--- src/rtl/systolic_skew_feeder_pkg.sv ---
// ---------------------------------------------------------------------------
// systolic_pkg
//   Definitions shared by the systolic operand feeder and its buffers:
//   default array geometry, the feeder state encoding and an index-width
//   helper.
// ---------------------------------------------------------------------------
package systolic_pkg;

    localparam int N_DEF          = 4;  // default array dimension
    localparam int DATA_WIDTH_DEF = 8;  // default operand width

    typedef enum logic [2:0] {
        IDLE,
        CLEAR,
        LOAD,
        STREAM,
        DONE
    } feeder_state_t;

    // Width of an index into a table of 'depth' entries (at least one bit).
    function automatic int idx_width(input int depth);
        return (depth > 1) ? $clog2(depth) : 1;
    endfunction

endpackage

--- src/rtl/systolic_skew_feeder_vec_buf.sv ---
// ---------------------------------------------------------------------------
// feeder_vec_buf
//   DEPTH x (LANES*DW) register array holding one operand vector per slot.
//   One full-width write port; LANES independent read ports, where read port
//   l returns lane l of the slot selected by its own index. A read of the
//   slot being written in the same cycle returns the incoming data, so a
//   vector can be replayed on the edge that stores it.
//
//   Ports
//     clk    in   clock
//     we     in   write enable
//     waddr  in   AW        write slot
//     wdata  in   LANES*DW  write vector, lane 0 in the LSBs
//     raddr  in   LANES*AW  per-lane read slot, lane 0 in the LSBs
//     rdata  out  LANES*DW  lane l = slot raddr[l], lane l
// ---------------------------------------------------------------------------
module feeder_vec_buf
    import systolic_pkg::*;
#(
    parameter int DEPTH = 16,
    parameter int LANES = N_DEF,
    parameter int DW    = DATA_WIDTH_DEF,
    parameter int AW    = idx_width(DEPTH)
) (
    input  logic                  clk,
    input  logic                  we,
    input  logic [AW-1:0]         waddr,
    input  logic [LANES*DW-1:0]   wdata,
    input  logic [LANES*AW-1:0]   raddr,
    output logic [LANES*DW-1:0]   rdata
);

    logic [LANES*DW-1:0] mem_q [DEPTH];

    // NOTE: the storage has no reset; every slot is written in LOAD before
    // STREAM reads it, so a reset would only add a reset net to each bit.
    always_ff @(posedge clk) begin
        if (we) begin
            mem_q[waddr] <= wdata;
        end
    end

    always_comb begin
        rdata = '0;
        for (int l = 0; l < LANES; l++) begin
            if (we && (raddr[l*AW +: AW] == waddr)) begin
                rdata[l*DW +: DW] = wdata[l*DW +: DW];
            end else begin
                rdata[l*DW +: DW] = mem_q[raddr[l*AW +: AW]][l*DW +: DW];
            end
        end
    end

endmodule

--- src/rtl/systolic_skew_feeder.sv ---
// ---------------------------------------------------------------------------
// systolic_skew_feeder
//   Operand transmitter for an N x N output-stationary MAC systolic array.
//   Collects K column vectors of A and K row vectors of B through a joint
//   valid/ready handshake, then replays them diagonally skewed: lane i of
//   left_out carries A[i][t-i], lane j of top_out carries B[t-j][j], zero
//   outside the valid window. Drives the array strobes and pulses done when
//   every accumulator holds its final C[i][j].
//
//   Sequence: IDLE -> CLEAR (1 cycle) -> LOAD (K beats) ->
//             STREAM (K+2N-2 cycles) -> DONE (1 cycle) -> IDLE
//
//   Ports
//     clk, rst        clock; synchronous active-high reset
//     start, k_len    job request and inner dimension (sampled in IDLE)
//     a_valid/a_ready/a_data   A column stream, lane i = A[i][k]
//     b_valid/b_ready/b_data   B row stream,    lane j = B[k][j]
//     left_out        lane i -> in_left of array row i
//     top_out         lane j -> in_top of array column j
//     shift_en, acc_en, acc_rst   array strobes
//     busy            not IDLE
//     done            one-cycle pulse, array results valid
//     stall_cnt       (SKEW_FEEDER_STALL_CNT_EN only) LOAD cycles without a
//                     beat transfer, saturating
//
//   Build option: define SKEW_FEEDER_STALL_CNT_EN to add stall_cnt.
// ---------------------------------------------------------------------------
module systolic_skew_feeder
    import systolic_pkg::*;
#(
    parameter int N          = N_DEF,
    parameter int DATA_WIDTH = DATA_WIDTH_DEF,
    parameter int MAX_K      = 16,
    parameter int KW         = $clog2(MAX_K + 1)
) (
    input  logic                    clk,
    input  logic                    rst,
    input  logic                    start,
    input  logic [KW-1:0]           k_len,
    input  logic                    a_valid,
    output logic                    a_ready,
    input  logic [N*DATA_WIDTH-1:0] a_data,
    input  logic                    b_valid,
    output logic                    b_ready,
    input  logic [N*DATA_WIDTH-1:0] b_data,
    output logic [N*DATA_WIDTH-1:0] left_out,
    output logic [N*DATA_WIDTH-1:0] top_out,
    output logic                    shift_en,
    output logic                    acc_en,
    output logic                    acc_rst,
    output logic                    busy,
    output logic                    done
`ifdef SKEW_FEEDER_STALL_CNT_EN
    ,
    output logic [31:0]             stall_cnt
`endif
);

    localparam int VW = N * DATA_WIDTH;
    localparam int AW = idx_width(MAX_K);
    // Step counter reaches K+2N-3 at most.
    localparam int TW = $clog2(MAX_K + 2 * N);

    feeder_state_t   state_q, state_d;
    logic [KW-1:0]   klen_q, klen_d;
    logic [AW-1:0]   k_q, k_d;
    logic [TW-1:0]   t_q, t_d;
    logic [VW-1:0]   left_q, left_d;
    logic [VW-1:0]   top_q, top_d;
    logic            shift_en_q, shift_en_d;
    logic            acc_en_q, acc_en_d;
    logic            acc_rst_q, acc_rst_d;
    logic            busy_q, busy_d;
    logic            done_q, done_d;

    logic            start_ok;
    logic            xfer;
    logic            load_last;
    logic            stream_last;
    logic [N*AW-1:0] rd_idx;
    logic [N-1:0]    lane_live;
    logic [VW-1:0]   a_rdata;
    logic [VW-1:0]   b_rdata;

    // Joint handshake: each side is ready only when the other side is
    // valid, so A and B beats always transfer together.
    assign a_ready = (state_q == LOAD) && b_valid;
    assign b_ready = (state_q == LOAD) && a_valid;

    // ------------------------------------------------------------------
    // Next-state and counter logic
    // ------------------------------------------------------------------
    // NOTE: every signal of an always_comb gets a default on entry, so no
    // path through the case statement can leave it unassigned (latch).
    always_comb begin
        state_d = state_q;
        klen_d  = klen_q;
        k_d     = k_q;
        t_d     = t_q;

        start_ok    = start && (k_len != '0) && (k_len <= KW'(MAX_K));
        xfer        = (state_q == LOAD) && a_valid && b_valid;
        load_last   = ((KW'(k_q) + KW'(1)) == klen_q);
        stream_last = (t_q == (TW'(klen_q) + TW'(2 * N - 3)));

        case (state_q)
            IDLE: begin
                if (start_ok) begin
                    state_d = CLEAR;
                    klen_d  = k_len;
                end
            end
            CLEAR: begin
                state_d = LOAD;
                k_d     = '0;
            end
            LOAD: begin
                if (xfer) begin
                    if (load_last) begin
                        state_d = STREAM;
                        k_d     = '0;
                        t_d     = '0;
                    end else begin
                        k_d = k_q + AW'(1);
                    end
                end
            end
            STREAM: begin
                if (stream_last) begin
                    state_d = DONE;
                end else begin
                    t_d = t_q + TW'(1);
                end
            end
            DONE: begin
                state_d = IDLE;
            end
            default: begin
                state_d = IDLE;
            end
        endcase
    end

    // Strobes are decoded from the next state so the registered outputs
    // line up with the cycle the state machine is in.
    always_comb begin
        busy_d     = (state_d != IDLE);
        acc_rst_d  = (state_d == CLEAR);
        shift_en_d = (state_d == CLEAR) || (state_d == STREAM);
        acc_en_d   = (state_d == STREAM);
        done_d     = (state_d == DONE);
    end

    // ------------------------------------------------------------------
    // Skew window: lane i replays slot t-i while 0 <= t-i < K. A and B
    // share the same per-lane slot index (row i / column j use t-i / t-j).
    // ------------------------------------------------------------------
    always_comb begin
        rd_idx    = '0;
        lane_live = '0;
        for (int i = 0; i < N; i++) begin
            if ((state_d == STREAM) && (t_d >= TW'(i)) &&
                ((t_d - TW'(i)) < TW'(klen_q))) begin
                lane_live[i]         = 1'b1;
                rd_idx[i*AW +: AW]   = AW'(t_d - TW'(i));
            end
        end
    end

    always_comb begin
        left_d = '0;
        top_d  = '0;
        for (int i = 0; i < N; i++) begin
            if (lane_live[i]) begin
                left_d[i*DATA_WIDTH +: DATA_WIDTH] = a_rdata[i*DATA_WIDTH +: DATA_WIDTH];
                top_d[i*DATA_WIDTH +: DATA_WIDTH]  = b_rdata[i*DATA_WIDTH +: DATA_WIDTH];
            end
        end
    end

    feeder_vec_buf #(
        .DEPTH (MAX_K),
        .LANES (N),
        .DW    (DATA_WIDTH),
        .AW    (AW)
    ) u_a_buf (
        .clk   (clk),
        .we    (xfer),
        .waddr (k_q),
        .wdata (a_data),
        .raddr (rd_idx),
        .rdata (a_rdata)
    );

    feeder_vec_buf #(
        .DEPTH (MAX_K),
        .LANES (N),
        .DW    (DATA_WIDTH),
        .AW    (AW)
    ) u_b_buf (
        .clk   (clk),
        .we    (xfer),
        .waddr (k_q),
        .wdata (b_data),
        .raddr (rd_idx),
        .rdata (b_rdata)
    );

    // ------------------------------------------------------------------
    // State and registered outputs
    // ------------------------------------------------------------------
    // NOTE: sequential state uses non-blocking assignments so every flop
    // samples the pre-edge values regardless of statement order.
    always_ff @(posedge clk) begin
        if (rst) begin
            state_q    <= IDLE;
            klen_q     <= '0;
            k_q        <= '0;
            t_q        <= '0;
            left_q     <= '0;
            top_q      <= '0;
            shift_en_q <= 1'b0;
            acc_en_q   <= 1'b0;
            acc_rst_q  <= 1'b0;
            busy_q     <= 1'b0;
            done_q     <= 1'b0;
        end else begin
            state_q    <= state_d;
            klen_q     <= klen_d;
            k_q        <= k_d;
            t_q        <= t_d;
            left_q     <= left_d;
            top_q      <= top_d;
            shift_en_q <= shift_en_d;
            acc_en_q   <= acc_en_d;
            acc_rst_q  <= acc_rst_d;
            busy_q     <= busy_d;
            done_q     <= done_d;
        end
    end

    assign left_out = left_q;
    assign top_out  = top_q;
    assign shift_en = shift_en_q;
    assign acc_en   = acc_en_q;
    assign acc_rst  = acc_rst_q;
    assign busy     = busy_q;
    assign done     = done_q;

`ifdef SKEW_FEEDER_STALL_CNT_EN
    // LOAD cycles without a beat transfer; cleared by an accepted start,
    // saturating, and held through DONE/IDLE for software to read.
    logic [31:0] stall_cnt_q, stall_cnt_d;

    always_comb begin
        stall_cnt_d = stall_cnt_q;
        if ((state_q == IDLE) && start_ok) begin
            stall_cnt_d = '0;
        end else if ((state_q == LOAD) && !xfer && (stall_cnt_q != '1)) begin
            stall_cnt_d = stall_cnt_q + 32'd1;
        end
    end

    always_ff @(posedge clk) begin
        if (rst) begin
            stall_cnt_q <= '0;
        end else begin
            stall_cnt_q <= stall_cnt_d;
        end
    end

    assign stall_cnt = stall_cnt_q;
`endif

endmodule

--- config.mk ---
export PLATFORM = sky130hd
export DESIGN_NAME = systolic_skew_feeder
export DESIGN_NICKNAME = d
export VERILOG_FILES = /design/src/rtl/systolic_skew_feeder_pkg.sv /design/src/rtl/systolic_skew_feeder_vec_buf.sv /design/src/rtl/systolic_skew_feeder.sv
export SDC_FILE = /design/constraint.sdc
export NUM_CORES = 1
export LEC_CHECK = 0
export BUFFER_PORTS_ARGS = -buffer_cell sky130_fd_sc_hd__buf_4
export CAP_MARGIN = 25
export CORE_MARGIN = 4
export CORE_UTILIZATION = 45
export DETAILED_ROUTE_END_ITERATION = 12
export MAX_ROUTING_LAYER = met4
export PLACE_DENSITY = 0.64
export SLEW_MARGIN = 10
export SYNTH_ARGS = -nofsm -noshare
export SYNTH_HDL_FRONTEND = slang
export SYNTH_HIERARCHICAL = 1
export SYNTH_SLANG_ARGS = --single-unit
--- constraint.sdc ---
create_clock -name clk -period 7.63 [get_ports clk]
set_input_delay 1.526 -clock clk [delete_from_list [all_inputs] [get_ports clk]]
set_output_delay 1.526 -clock clk [all_outputs]
set_load 0.02 [all_outputs]
==> results_dict.tcl <==
set metrics [dict create \
    ys_seq_elements 1110 \
    ios 145 \
    reg2reg_to "left_out[31]" \
    fin_crit_ps 6590 \
    postSynthAreaPerCell_um2 21.4 \
    slew_violations 0 \
    grtUsageMet1 0.260 \
    dpl_cell_area_um2 48400 \
    syn-cell-area_um2 45200 \
    critPathRequiredTime_ps 8170 \
    drtIter0Drc 1976 \
    area_growth_pct 15.1 \
    yosysWarnings 6 \
    grt_max_degree 67 \
    p_per_area_nw_per_um2 234 \
    gr-usage-met3 0.0296 \
    vias_per_cell 5.74 \
    dieArea_um2 106000 \
    layout-drive-gt1-share 0.246 \
    fmax_ghz 0.152 \
    synth_nets 2211 \
    synth_top_area_frac 0.680 \
    cts_buffers 109 \
    ctsRootBufferMaster "clkbuf_16" \
    final_common_cell "edfxtp_1" \
    grt_usage 0.196 \
    yosysTopAreaCell "edfxtp_1" \
    min_from "klen_q[4]" \
    first_global_vias 22300 \
    critPathMaxFanout 12 \
    synth_edf_count 1024 \
    die_h_um 325 \
    rsz0062_at_grt "no" \
    finClkSkew_ps 28.4 \
    status "finished, final reports clean" \
    finalCritPeriodShare 0.864 \
    finalHoldViolations 0 \
    final_util 0.525 \
    worst_setup_path_end_kind "register" \
    cts_buffer_depth 3 \
    die_width_um 325 \
    gp_routability_congestion 0.785 \
    avgRoutedWirePerCell_um 27.2 \
    ff2ff_path_depth 25 \
    cts_tree "built" \
    yosysUniqueCellTypes 62 \
    fin_tns_setup_ps 0 \
    power_leakage_nw 16.7 \
    numClockSinks 1110 \
    setup_viol 0 \
    io_buffers 144 \
    routed_wl_um 102000 \
    synthTopCellsByArea "edfxtp_1 68%, mux4_1 12%, mux2i_1 4.3%" \
    worst_pin_slew_ps 1020 \
    relSlewSlack 0.315 \
    via_count 21500 \
    coreArea_um2 99000 \
    grt_pass1_wl_um 149000 \
    fillCellCount 7535 \
    worstHoldPathType "reg -> reg" \
    use_met2 0.321 \
    insertion_delay_ps 680 \
    holdBufCountCts 0 \
    holdPathEnd "klen_q[4]" \
    fin_area_um2 52000 \
    cts_resized 0 \
    std_cell_rows 115 \
    clk_pin_slew_ps 60 \
    min_path_cells 2 \
    antenna_found_initial 3 \
    antenna_left 0 \
    ir_drop_uv 165 \
    arrival_ps 7130 \
    htreeDepth 3 \
    layout_common_cells "1024 x edfxtp_1, 227 x buf_4, 205 x mux4_1" \
    final_nets 2454 \
    startpoint_type "primary input" \
    postSynth.asyncResetShare 0 \
    synthFlopType "edfxtp_1" \
    rrSetupSlack_ps 1110 \
    ys_seq_area_frac 0.718 \
    rr_startpoint "klen_q[0]" \
    start_util 0.457 \
    drv_cap 0 \
    drc 0 \
    path_class "in -> reg" \
    busiest_layer "met2" \
    hpwl_um 56400 \
    overflow 0 \
    postCtsSetupBuffers 0 \
    postSynthCellCount 2110 \
    drt-pass1-iter-count 6 \
]
-- kinds of logic (layout without fill, tap and decap cells) --
group,Yosys count,in the layout,share of synthesized area
XOR/XNOR,53,53,0.0106
flip-flops,1110,1110,0.718
adder cells (fa/ha/maj),27,27,0.00747
buffers and inverters,131,468,0.0188
AND/OR/NAND/NOR,215,215,0.0308
AO/OA/AOI/OAI,58,58,0.00994
multiplexers,516,516,0.204
other,0,3,0
-- worst max-delay path by stage --
stage                     depth (start not counted)            to    start
after detailed placement                         24  left_out[31]  b_valid
after global routing                             25  left_out[31]  b_valid
final                                            25  left_out[31]  b_valid
after floorplan                                  26  left_out[30]  b_valid
after CTS                                        25  left_out[31]  b_valid
after global placement                           25  left_out[14]  b_valid
-- power breakdown --
| group | switching, mW | internal (mW) | leakage, nW | total, mW |
|---|---|---|---|---|
| Sequential | 0.00582 | 6.64 | 9.89 | 6.65 |
| Combinational | 0.121 | 0.0590 | 5.03 | 0.180 |
| Clock | 2.20 | 3.14 | 1.76 | 5.35 |
| Total | 2.33 | 9.84 | 16.7 | 12.2 |
-- sequential cells by signal, indices dropped and copies added (netlist names) --
| register | flops |
|---|---|
| u_b_buf/mem_q | 512 |
| k_q | 4 |
| u_a_buf/mem_q | 512 |
| klen_q | 5 |
| acc_rst | 1 |
| acc_en | 1 |
| busy | 1 |
| done | 1 |
| t_q | 5 |
| top_out | 32 |
| state_q | 3 |
| shift_en | 1 |
| left_out | 32 |
-- cell usage after synthesis, types with 2 or more instances --
master / n
nor4_4: 8
and3_1: 2
a21o_1: 5
mux4_2: 51
xor2_1: 32
a21oi_1: 16
nand2_1: 20
o211ai_1: 2
inv_1: 18
mux2_2: 64
a31o_2: 2
mux4_1: 205
or3b_2: 2
nor4bb_1: 2
clkbuf_1: 37
mux2i_1: 196
buf_6: 35
a211o_1: 2
dfxtp_1: 86
nand3_1: 9
nand4_1: 3
nor3_1: 11
a211oi_2: 2
a31oi_1: 3
o21a_1: 2
edfxtp_1: 1024
nand2b_1: 8
a21boi_0: 2
xnor2_1: 20
or3_1: 3
ha_1: 27
nor2_1: 53
nor3b_1: 3
nor2b_1: 6
buf_2: 22
o21ai_0: 8
nor3b_2: 16
and2_1: 54
nand3b_1: 9
buf_4: 18
-- metrics by stage --
stage / hold slack (ps) / instances / worst slack [ps] / total power [mW]
floorplan: 516 / 2110 / 224 / 6.84
global placement: 590 / 3525 / 443 / 6.94
detailed placement: 625 / 3528 / 359 / 6.96
CTS: 636 / 3733 / 1090 / 12.3
global route: 663 / 3737 / 717 / 12.6
finish: 637 / 3737 / 1040 / 12.2
-- routing by layer --
layer  vias to the layer above  share of wire  wire length [um]
met3                       136          0.053              5350
met1                     11400           0.42             43100
li1                       9309              -                 -
met4                         0          0.020              2060
met5                         -              0                 0
met2                       594           0.50             51100
-- critical path, cell delays in order --
cell	delay [ps]
buf_4	70
nor4bb_1	360
nand2_1	210
a2111oi_4	270
nor3b_1	90
a21oi_1	360
inv_1	110
ha_1	220
a22o_1	180
nand2_1	70
o311a_1	220
xor2_1	310
inv_1	100
ha_1	300
nor2b_1	130
o21ai_0	130
nand2b_1	70
a311o_2	350
nor2_4	470
buf_4	270
mux4_1	550
mux2i_1	220
mux2i_1	100
mux2_2	260
nor3b_2	150
-- cell type report --
type	instances	area [um2]	area share
timing repair buffer	245	2070	0.0399
sequential	1110	32500	0.624
clock buffer	147	3020	0.0581
tap	1287	1610	0.0310
clock inverter	58	579	0.0111
multi-input combinational	869	12200	0.234
antenna	3	7.51	0.000144
inverter	18	67.6	0.00130
Note: power is estimated with default switching activity, not from simulation.
